## config.mk

```make
export PLATFORM = sky130hd
export DESIGN_NAME = gpr1
export DESIGN_NICKNAME = d
export VERILOG_FILES = /design/src/rtl/gpr_pkg.sv /design/src/rtl/gpr_cell.sv /design/src/rtl/gpr1.sv
export SDC_FILE = /design/constraint.sdc
export NUM_CORES = 1
export LEC_CHECK = 0
export BUFFER_PORTS_ARGS = -buffer_cell sky130_fd_sc_hd__clkbuf_2
export CELL_PAD_IN_SITES_DETAIL_PLACEMENT = 0
export CELL_PAD_IN_SITES_GLOBAL_PLACEMENT = 1
export CORE_ASPECT_RATIO = 1.75
export CORE_MARGIN = 3
export CORE_UTILIZATION = 30
export CTS_CLUSTER_DIAMETER = 60
export CTS_CLUSTER_SIZE = 20
export DETAILED_ROUTE_END_ITERATION = 12
export PLACE_DENSITY_LB_ADDON = 0.3
export SLEW_MARGIN = 20
export SYNTH_ARGS = -nofsm -noshare
export SYNTH_HDL_FRONTEND = slang
export SYNTH_SLANG_ARGS = --single-unit
```

## constraint.sdc

```tcl
create_clock -name clk -period 0.8 [get_ports clk]
set_input_delay 0.16 -clock clk [delete_from_list [all_inputs] [get_ports clk]]
set_output_delay 0.16 -clock clk [all_outputs]
set_load 0.05 [all_outputs]
```

## src/rtl/gpr_pkg.sv

```systemverilog
// Shared types and constants for the general-purpose register slice.
// Latency: none (declarations only).
// Backpressure: none (declarations only).
package gpr_pkg;

    localparam int DATA_W = 24;

    typedef logic [DATA_W-1:0] word_t;

    localparam word_t WORD_ZERO = '0;

    // Even parity of a full data word, as stored beside the register.
    function automatic logic word_parity(input word_t w);
        return ^w;
    endfunction

endpackage

```

## src/rtl/gpr_cell.sv

```systemverilog
// Async-reset, enable-loaded flop bank; optional stored parity (GPR1_PARITY_EN).
// Latency: 1 cycle from an enabled edge to q; reset acts immediately.
// Backpressure: none; every enabled edge is accepted.
module gpr_cell
    import gpr_pkg::*;
#(
    parameter int               WIDTH     = DATA_W,
    parameter logic [WIDTH-1:0] RESET_VAL = '0
) (
    input  logic             clk,
    input  logic             rst,
    input  logic             en,
    input  logic [WIDTH-1:0] d,
`ifdef GPR1_PARITY_EN
    output logic             parity_err,
`endif
    output logic [WIDTH-1:0] q
);

    // Data storage: reset wins, otherwise load d when enabled, else hold.
    // Gating on en keeps an undriven d from ever reaching q.
    always_ff @(posedge clk or posedge rst) begin
        if (rst) begin
            q <= RESET_VAL;
        end else if (en) begin
            q <= d;
        end
    end

`ifdef GPR1_PARITY_EN
    logic par_q;

    // Parity captured from the incoming word alongside every load.
    always_ff @(posedge clk or posedge rst) begin
        if (rst) begin
            par_q <= ^RESET_VAL;
        end else if (en) begin
            par_q <= ^d;
        end
    end

    // Diagnostic only: flags a stored word whose parity no longer matches.
    always_comb begin
        parity_err = (^q) != par_q;
    end
`endif

endmodule

```

## src/rtl/gpr1.sv

```systemverilog
// 24-bit datapath register: MUX always shows contents, BUS_OUT gated to zero unless read_bus (GPR1_PARITY_EN adds parity_err).
// Latency: 1 cycle write-to-output; bus gating and reset are combinational/immediate.
// Backpressure: none; writes and bus reads are accepted every cycle.
module gpr1
    import gpr_pkg::*;
#(
    parameter int               WIDTH     = DATA_W,
    parameter logic [WIDTH-1:0] RESET_VAL = '0
) (
    input  logic             clk,
    input  logic             rst,
    input  logic             write,
    input  logic             read_bus,
    input  logic [WIDTH-1:0] data_in,
    output logic [WIDTH-1:0] MUX,
`ifdef GPR1_PARITY_EN
    output logic             parity_err,
`endif
    output logic [WIDTH-1:0] BUS_OUT
);

    logic [WIDTH-1:0] q;

    gpr_cell #(
        .WIDTH     (WIDTH),
        .RESET_VAL (RESET_VAL)
    ) u_cell (
        .clk        (clk),
        .rst        (rst),
        .en         (write),
        .d          (data_in),
`ifdef GPR1_PARITY_EN
        .parity_err (parity_err),
`endif
        .q          (q)
    );

    assign MUX = q;

    // Bus drive is zero when not selected so the arbiter can OR all registers.
    always_comb begin
        BUS_OUT = read_bus ? q : '0;
    end

endmodule

```

==> results of run 1 <==
## power by group through the flow
stage                     registers [uW]  logic (uW)  clock network [uW]
final                               1480        2230                 668
after global routing                1510        2310                 774
after CTS                           1470        2030                 721
after detailed placement            1480        1650                   0
after global placement              1470        1640                   0
after floorplan                     1900         751                   0
## cells by family after synthesis
group / count (synthesis) / synth area share, %
buffers and inverters: 6 / 5.400
muxes: 24 / 29.81
and+or+nand+nor: 24 / 12.96
DFF: 24 / 51.84
## synthesized netlist by cell type (all sizes together)
master	instances
inv	1
mux2	24
clkbuf	2
buf	3
dfrtp	24
and2	24
## layout make-up
class	instances	area, um2	share of cell area, %
Timing Repair Buffer	97	1161	47.40
Sequential cell	24	630.6	25.74
Inverter	1	3.754	0.1532
Clock buffer	3	41.29	1.685
Tap cell	46	57.56	2.349
Multi-Input combinational cell	48	555.5	22.68
## through the flow
step	hold slack (ns)	utilization, %	setup TNS, ns	total power [uW]
after floorplan	0.1739	-	-6.391	2655
after global placement	0.1780	49.68	-6.609	3106
after detailed placement	0.1876	49.68	-7.198	3126
after CTS	0.1198	62.96	-15.38	4219
after global routing	0.1260	66.85	-17.35	4591
final	0.1308	66.85	-15.20	4383
## final timing paths
kind / start / endpoint / slack, ns
max: u_cell.q[9] / BUS_OUT[9] / -0.36
min in group asynchronous: rst / u_cell.q[13] / 0.46
min: data_in[21] / u_cell.q[21] / 0.13
max reg2reg: u_cell.q[21] / u_cell.q[21] / -0.22
max in group asynchronous: rst / u_cell.q[4] / 0.18
min reg2reg: u_cell.q[7] / u_cell.q[7] / 0.54
## placed cells by master, fill, tap and decap left out
cell and instances:
buf_6 13, clkbuf_4 1, buf_4 9, and2_4 24
clkbuf_2 27, mux2_2 4, dfrtp_2 24, buf_12 9
mux2_4 20, inv_1 1, dlygate4sd3_1 1, clkbuf_16 6
buf_8 30, clkbuf_8 4
## timing repair
item / in CTS / in global routing
gates resized for setup: 85 / 45
hold buffers: 1 / 0
pin swaps: 10 / 2
setup buffers: 5 / 8
endpoints found under the setup margin: 60 / 71
endpoints found under the hold margin: 24 / 0
## per-layer routing
layer / part of all wire (%) / global-route usage (%) / up-vias
li1: - / - / 445
met3: 6.4 / 2.361 / 2
met1: 36 / 18.28 / 450
met4: 0.74 / 4.884 / 0
met2: 56 / 25.90 / 42
met5: 0 / 0 / -
==> results.json, run 1 <==
{
  "antenna_found_initial": 0,
  "cp-end-kind": "primary output",
  "yosysSeqAreaShare_pct": 51.84,
  "hold_violations": 0,
  "cts_sinks": 24,
  "r2r_cells": 3,
  "rows": 29,
  "finalCritPeriodShare_pct": 144.5,
  "io_buffer_count": 75,
  "path_cells": "and2_4 > clkbuf_16",
  "die_area_um2": 4673,
  "drcViolationCount": 0,
  "die_x_um": 52.98,
  "wirelength_um": 3247,
  "syn_nets": 106,
  "clock_latency_ns": 0.25,
  "drv_slew": 0,
  "startpoint_type": "flip-flop",
  "postSynthAreaPerCell_um2": 14.85,
  "stdcell_count": 219,
  "critPathArrivalTime_ns": 1.00,
  "placed_cells": 203,
  "cp_slowest_stage_delay_ns": 0.43,
  "drt-vias-per-instance": 4.288,
  "grt-ovfl-total": 0,
  "routabilityCongestion": 0.6161,
  "p_comb_share_pct": 50.9,
  "timing.final.ws_setup_ns": -0.3557,
  "clock.fmax_ghz": 0.8653,
  "io_pins": 76,
  "regMostFlops": "u_cell.q",
  "firstDrtPassIters": 2,
  "vias": 939,
  "ir_drop_mv": 1.075,
  "initial_core_util_pct": 31.61,
  "hpwl_um": 2171,
  "grt_max_degree": 25,
  "synth_area_leaders": "dfrtp_1 (52%), mux2_4 (26%), and2_1 (13%)",
  "required_ns": 0.64,
  "path_delay_family": "flip-flops",
  "netlist_area_um2": 1159,
  "tritoncts": "done",
  "layout-drive-gt1-share_pct": 98.84,
  "cts_buffer_depth": 2,
  "timing.slew.headroom_pct": 88.10,
  "postRouteAntennaNets": 0,
  "synth_top_area_share_pct": 51.84,
  "fill_cells": 280,
  "n_antenna_cell": 0,
  "seq_power_share_pct": 33.9,
  "leakagePower_uw": 0.001193,
  "path_clk_slew_ns": 0.08,
  "wl_per_cell_um": 14.83,
  "yosys_warnings": 0,
  "intPower_uw": 2805,
  "final-setup-viol-count": 69,
  "drt_iter0_markers": 18,
  "core_area_um2": 3665,
  "area_delta_synth_final_pct": 111.4,
  "rsz0062_at_grt": "yes",
  "postPlaceCellArea_um2": 1821,
  "synth_top_area_cell": "dfrtp_1",
  "p_clk_share_pct": 15.3,
  "violations": "setup timing",
  "fin_nets": 203,
  "tightest_slew_ns": 0.1784,
  "p_per_area_nw_per_um2": 1789,
  "p_sw_uw": 1578,
  "clock-root-buffer": "clkbuf_8",
  "grt_pass1_wl_um": 5188,
  "cp.depth": 2,
  "cp_max_fo": 3,
  "cap_violations": 0,
  "cts_buffers": 3,
  "min_period_ns": 1.156,
  "largest_register_ffs": 24,
  "fp.dieH_um": 88.21,
  "slowest_stage": "dfrtp_2",
  "ys_types": 8,
  "ctsHtreeMaxLevel": 1,
  "ys_ff_latch": 24,
  "switching_share_pct": 36.00,
  "min_path_type": "input pin to flip-flop",
  "grt.total_usage_pct": 14.86,
  "path_class": "flip-flop to primary output",
  "finalInstanceArea_um2": 2450,
  "pre_cts_ws_ns": -0.2207,
  "syn_inst": 78,
  "status": "complete, but fails checks",
  "min_path_cells": 2,
  "cp_num_buf_inv": 1,
  "reg_top3": "u_cell.q x24",
  "grt_pass1_vias": 1049,
  "clock_skew_ns": 0
}
Note: power is estimated with default switching activity, not from simulation.
==> run 2: changes to the inputs <==
- BUFFER_PORTS_ARGS: -buffer_cell sky130_fd_sc_hd__clkbuf_2 -> -buffer_cell sky130_fd_sc_hd__buf_2
==> run 2 against run 1 <==
Net effect: the run still ends with setup timing left; worst hold slack got worse by 0.0070 ns; cell area is 8.0% lower; first-iteration DRC count is 72% lower; setup slack improved by 0.012 ns; fmax increased by 1.0%; largest cell class unchanged.
==> results.json, run 2 (synthesis gave the netlist of run 1 again) <==
{
  "rsz0062_at_grt": "yes",
  "timing.final.ws_setup_ns": -0.3440,
  "layout-drive-gt1-share_pct": 98.82,
  "cts_sinks": 24,
  "final_cell_mix": "buf_6 (36), buf_2 (27), and2_4 (24), dfrtp_2 (24), mux2_4 (20)",
  "regMostFlops": "u_cell.q",
  "timing.slew.headroom_pct": 88.25,
  "path_clk_slew_ns": 0.08,
  "tightest_slew_ns": 0.1763,
  "hpwl_um": 2124,
  "holdWs_ns": 0.1239,
  "hold_violations": 0,
  "cts_buffer_depth": 2,
  "grt_pass1_vias": 1034,
  "n_antenna_cell": 0,
  "stdcell_count": 215,
  "fp.dieH_um": 88.21,
  "min_path_type": "input pin to flip-flop",
  "ctsHtreeMaxLevel": 1,
  "drcViolationCount": 0,
  "min_period_ns": 1.144,
  "clock_skew_ns": 0,
  "placed_cells": 201,
  "clock-root-buffer": "clkbuf_8",
  "io_buffer_count": 75,
  "status": "complete, but fails checks",
  "initial_core_util_pct": 31.61,
  "cp-end-kind": "primary output",
  "drt_iter0_markers": 5,
  "tritoncts": "done",
  "die_x_um": 52.98,
  "die_area_um2": 4673,
  "ir_drop_mv": 1.084,
  "largest_register_ffs": 24,
  "p_per_area_nw_per_um2": 1857,
  "firstDrtPassIters": 2,
  "vias": 935,
  "finalCritPeriodShare_pct": 143.0,
  "path_class": "flip-flop to primary output",
  "cts_buffers": 3,
  "cap_violations": 0,
  "drt-vias-per-instance": 4.349,
  "rows": 29,
  "grt_max_degree": 25,
  "wirelength_um": 3197,
  "final-setup-viol-count": 66,
  "final_common_cell": "buf_6",
  "grt.total_usage_pct": 14.17,
  "wl_per_cell_um": 14.87,
  "clock.fmax_ghz": 0.8741,
  "io_pins": 76,
  "fin_nets": 199,
  "postRouteAntennaNets": 0,
  "grt_pass1_wl_um": 4912,
  "core_area_um2": 3665,
  "grt-ovfl-total": 0,
  "clock_latency_ns": 0.26,
  "reg_top3": "u_cell.q x24",
  "violations": "setup timing",
  "cp_max_fo": 3,
  "required_ns": 0.64,
  "area_delta_synth_final_pct": 94.60,
  "routabilityCongestion": 0.6230,
  "critPathArrivalTime_ns": 0.98,
  "startpoint_type": "flip-flop",
  "leakagePower_uw": 0.001109,
  "antenna_found_initial": 0,
  "drv_slew": 0
}
[run 2: cell types whose count changed in the layout (fill, tap and decap cells not counted), sizes merged]
cell and change:
clkbuf -35, buf +31
[run 2: area by class of cell]
class / instances / area, um2
clock buffers: 3 / 41.29
fillers: 287 / 1410
inverters: 1 / 3.754
multi-input cells: 48 / 555.5
flip-flops and latches: 24 / 630.6
well taps: 46 / 57.56
repair buffers: 93 / 965.9
[run 2: what timing repair did]
action | 4_1_cts | 5_1_grt
gates resized for setup | 99 | 22
setup endpoints to repair | 54 | 71
setup buffers | 4 | 6
hold buffers | 1 | 0
pin swaps | 13 | 0
endpoints found under the hold margin | 24 | 0
[run 2: worst paths after layout]
kind                       slack, ns          from  depth (start not counted)           end
setup / recovery               -0.34   u_cell.q[0]                          2    BUS_OUT[0]
hold / removal                  0.12    data_in[3]                          2   u_cell.q[3]
setup reg to reg               -0.20  u_cell.q[13]                          3  u_cell.q[13]
max in group asynchronous       0.19           rst                          4   u_cell.q[8]
min in group asynchronous       0.45           rst                          4   u_cell.q[4]
hold reg to reg                 0.54  u_cell.q[23]                          1  u_cell.q[23]
[run 2: stage by stage]
stage          utilization (%)  total power (uW)  setup TNS [ns]  area, um2  worst slack [ns]
2_1_floorplan                -              2655          -6.391       1249           -0.1556
3_3_place_gp             47.42              3005          -6.890       1738           -0.1711
3_5_place_dp             47.42              3020          -7.300       1738           -0.1759
4_1_cts                  58.18              4094          -14.13       2132           -0.3453
5_1_grt                  61.52              4372          -16.10       2255           -0.3735
6_report                 61.52              4187          -14.24       2255           -0.3440
[run 2: metal layers]
metal | part of all wire (%) | GRT usage [%] | vias to the layer above | wire length [um]
li1 | - | - | 438 | -
met1 | 34 | 15.27 | 448 | 1102
met2 | 58 | 26.92 | 45 | 1844
met3 | 6.7 | 2.192 | 4 | 213
met4 | 1.1 | 4.884 | 0 | 36
met5 | 0 | 0 | - | 0
[run 2: power breakdown]
group	internal [uW]	total, uW	switching (uW)
clock network	336	696	360
logic	930	2010	1080
registers	1360	1480	123
[run 2: critical path: stages (launching register included)]
cell and delay, ns:
dfrtp_2 0.43, and2_4 0.15, buf_8 0.14
==> run 3: changes to the inputs <==
--- a/config.mk
+++ b/config.mk
@@ -12,3 +12,3 @@
 export CORE_MARGIN = 3
-export CORE_UTILIZATION = 30
+export CORE_UTILIZATION = 31
 export CTS_CLUSTER_DIAMETER = 60
==> constraint.sdc (replaced) <==
create_clock -name clk -period 0.8 [get_ports clk]
set_input_delay 0 -clock clk [delete_from_list [all_inputs] [get_ports clk]]
set_output_delay 0 -clock clk [all_outputs]
set_load 0.05 [all_outputs]
==> run 3 against run 2 <==
Net effect: the flow still finishes with violations (setup timing); power up 1.9%; clock power shrank 2%; via count rose by 10%; critical path depth unchanged; sequential share of layout area fell by 2.4 points; combinational power grew 5%; setup slack gained 0.15 ns; largest cell class unchanged.
==> results.json, run 3 (synthesis gave the netlist of run 1 again) <==
{
  "status": "complete, but fails checks",
  "violations": "setup timing",
  "crit_path_end": "BUS_OUT[8]",
  "regMostFlops": "u_cell.q",
  "path_cells": "and2_4 > buf_6",
  "area_delta_synth_final_pct": 113.3,
  "finalCritPeriodShare_pct": 124.0,
  "startpoint": "u_cell.q[8]",
  "grt.total_usage_pct": 17.03,
  "die_area_um2": 4536,
  "vias": 1029,
  "clock_skew_ns": 0,
  "drt_iter0_markers": 5,
  "postRouteAntennaNets": 0,
  "stdcell_count": 239,
  "leakagePower_uw": 0.001202,
  "seqCellArea_um2": 630.6,
  "r2r_cells": 2,
  "postPlaceCellArea_um2": 1659,
  "grt-ovfl-total": 0,
  "placed_cells": 198,
  "reg_top3": "u_cell.q x24",
  "critPathArrivalTime_ns": 0.99,
  "timing.final.ws_setup_ns": -0.1924,
  "multi_input_area_um2": 555.5,
  "slowest_stage": "dfrtp_2",
  "rsz0062_at_grt": "yes",
  "min_path_type": "input pin to flip-flop",
  "die_x_um": 52.22,
  "wirelength_um": 3564,
  "final_cell_mix": "buf_6 (30), buf_2 (27), dlygate4sd3_1 (25)",
  "cts_buffers": 3,
  "cts_sinks": 24,
  "cts_buffer_depth": 2,
  "grt_pass1_wl_um": 5761,
  "top_usage_layer": "met2",
  "p_per_area_nw_per_um2": 1727,
  "final_common_cell": "buf_6",
  "grt_max_degree": 25,
  "io_buffer_count": 75,
  "met3_usage_pct": 2.230,
  "tightest_slew_ns": 0.4417,
  "clock.fmax_ghz": 1.008,
  "core_area_um2": 3468,
  "timing.rr.end": "u_cell.q[4]",
  "n_antenna_cell": 0,
  "holdWs_ns": 0.2222,
  "required_ns": 0.80,
  "initial_core_util_pct": 33.41,
  "clock-root-buffer": "clkbuf_8",
  "fp.dieH_um": 86.88,
  "ir_drop_mv": 1.150,
  "timing.slew.headroom_pct": 70.55,
  "tritoncts": "done",
  "layout-drive-gt1-share_pct": 86.60,
  "hpwl_um": 2256,
  "cp-end-kind": "primary output",
  "grt_use_met1_pct": 18.19,
  "worst_hold_startpoint": "write",
  "largest_register_ffs": 24,
  "drt-vias-per-instance": 4.305,
  "cp_max_fo": 3,
  "routabilityCongestion": 0.7225,
  "fin_nets": 224,
  "cp_slowest_stage_delay_ns": 0.43,
  "path_clk_slew_ns": 0.08,
  "wl_per_cell_um": 14.91,
  "clock_latency_ns": 0.25,
  "firstDrtPassIters": 2,
  "cap_violations": 0,
  "fill_cells": 252,
  "final.setup.tns_ns": -7.040,
  "use_met2_pct": 33.22,
  "rows": 28,
  "rrSetupSlack_ns": -0.13,
  "rr_startpoint": "u_cell.q[4]",
  "finalInstanceArea_um2": 2471,
  "hold_violations": 0,
  "min_period_ns": 0.9924,
  "io_pins": 76,
  "grt_pass1_vias": 1174,
  "drv_slew": 0,
  "final-setup-viol-count": 64,
  "drcViolationCount": 0,
  "path_class": "flip-flop to primary output",
  "antenna_found_initial": 0,
  "startpoint_type": "flip-flop",
  "ctsHtreeMaxLevel": 1
}
[run 3: cell count changes in the layout (fill, tap and decap cells not counted), sizes merged]
cell,previous run,this run
dlygate4sd3,1,25
buf,92,93
[run 3: power by group]
part,switching (uW),internal [uW]
registers,119,1360
clock network,346,335
logic,1110,1000
[run 3: timing repair]
action / CTS / global route
pin swaps: 0 / 0
buffers inserted: 5 / 8
hold buffers: 25 / 0
gates resized for setup: 122 / 23
setup endpoints to repair: 50 / 71
endpoints found under the hold margin: 48 / 0
[run 3: how the worst min path moves through the flow]
stage,end,slack [ns],cells past startpoint
2_1_floorplan,u_cell.q[0],0.01,1
3_3_place_gp,u_cell.q[13],0.006,3
3_5_place_dp,u_cell.q[13],0.005,3
4_1_cts,u_cell.q[8],0.22,3
5_1_grt,u_cell.q[6],0.22,3
6_report,u_cell.q[8],0.22,3
[run 3: routing by layer]
metal  part of all wire, %  up-vias  wire length (um)
met5                     0        -                 0
met4                  0.62        0                22
met3                   5.1        2               183
met2                    62       37              2210
met1                    32      504              1148
li1                      -      486                 -
[run 3: critical path, delay by kind of cell (launching register included)]
family	cells	cell delay, ns
AND/OR/NAND/NOR	1	0.16
buffers and inverters	1	0.14
flip-flops	1	0.43
[run 3: final cells by class]
cell class	count	share of cell area, %
timing repair buffer	118	47.90
multi-input combinational	48	22.48
sequential	24	25.52
clock buffer	3	1.671
tap	45	2.278
inverter	1	0.1519
[run 3: through the flow]
| stage | utilization, % | setup slack, ns | total power, uW |
|---|---|---|---|
| finish | 71.25 | -0.1924 | 4267 |
| global placement | 47.84 | 0.01934 | 2921 |
| detailed placement | 47.84 | 0.007608 | 2939 |
| global route | 71.25 | -0.2239 | 4450 |
| floorplan | - | -0.1132 | 2598 |
| CTS | 67.46 | -0.1914 | 4166 |
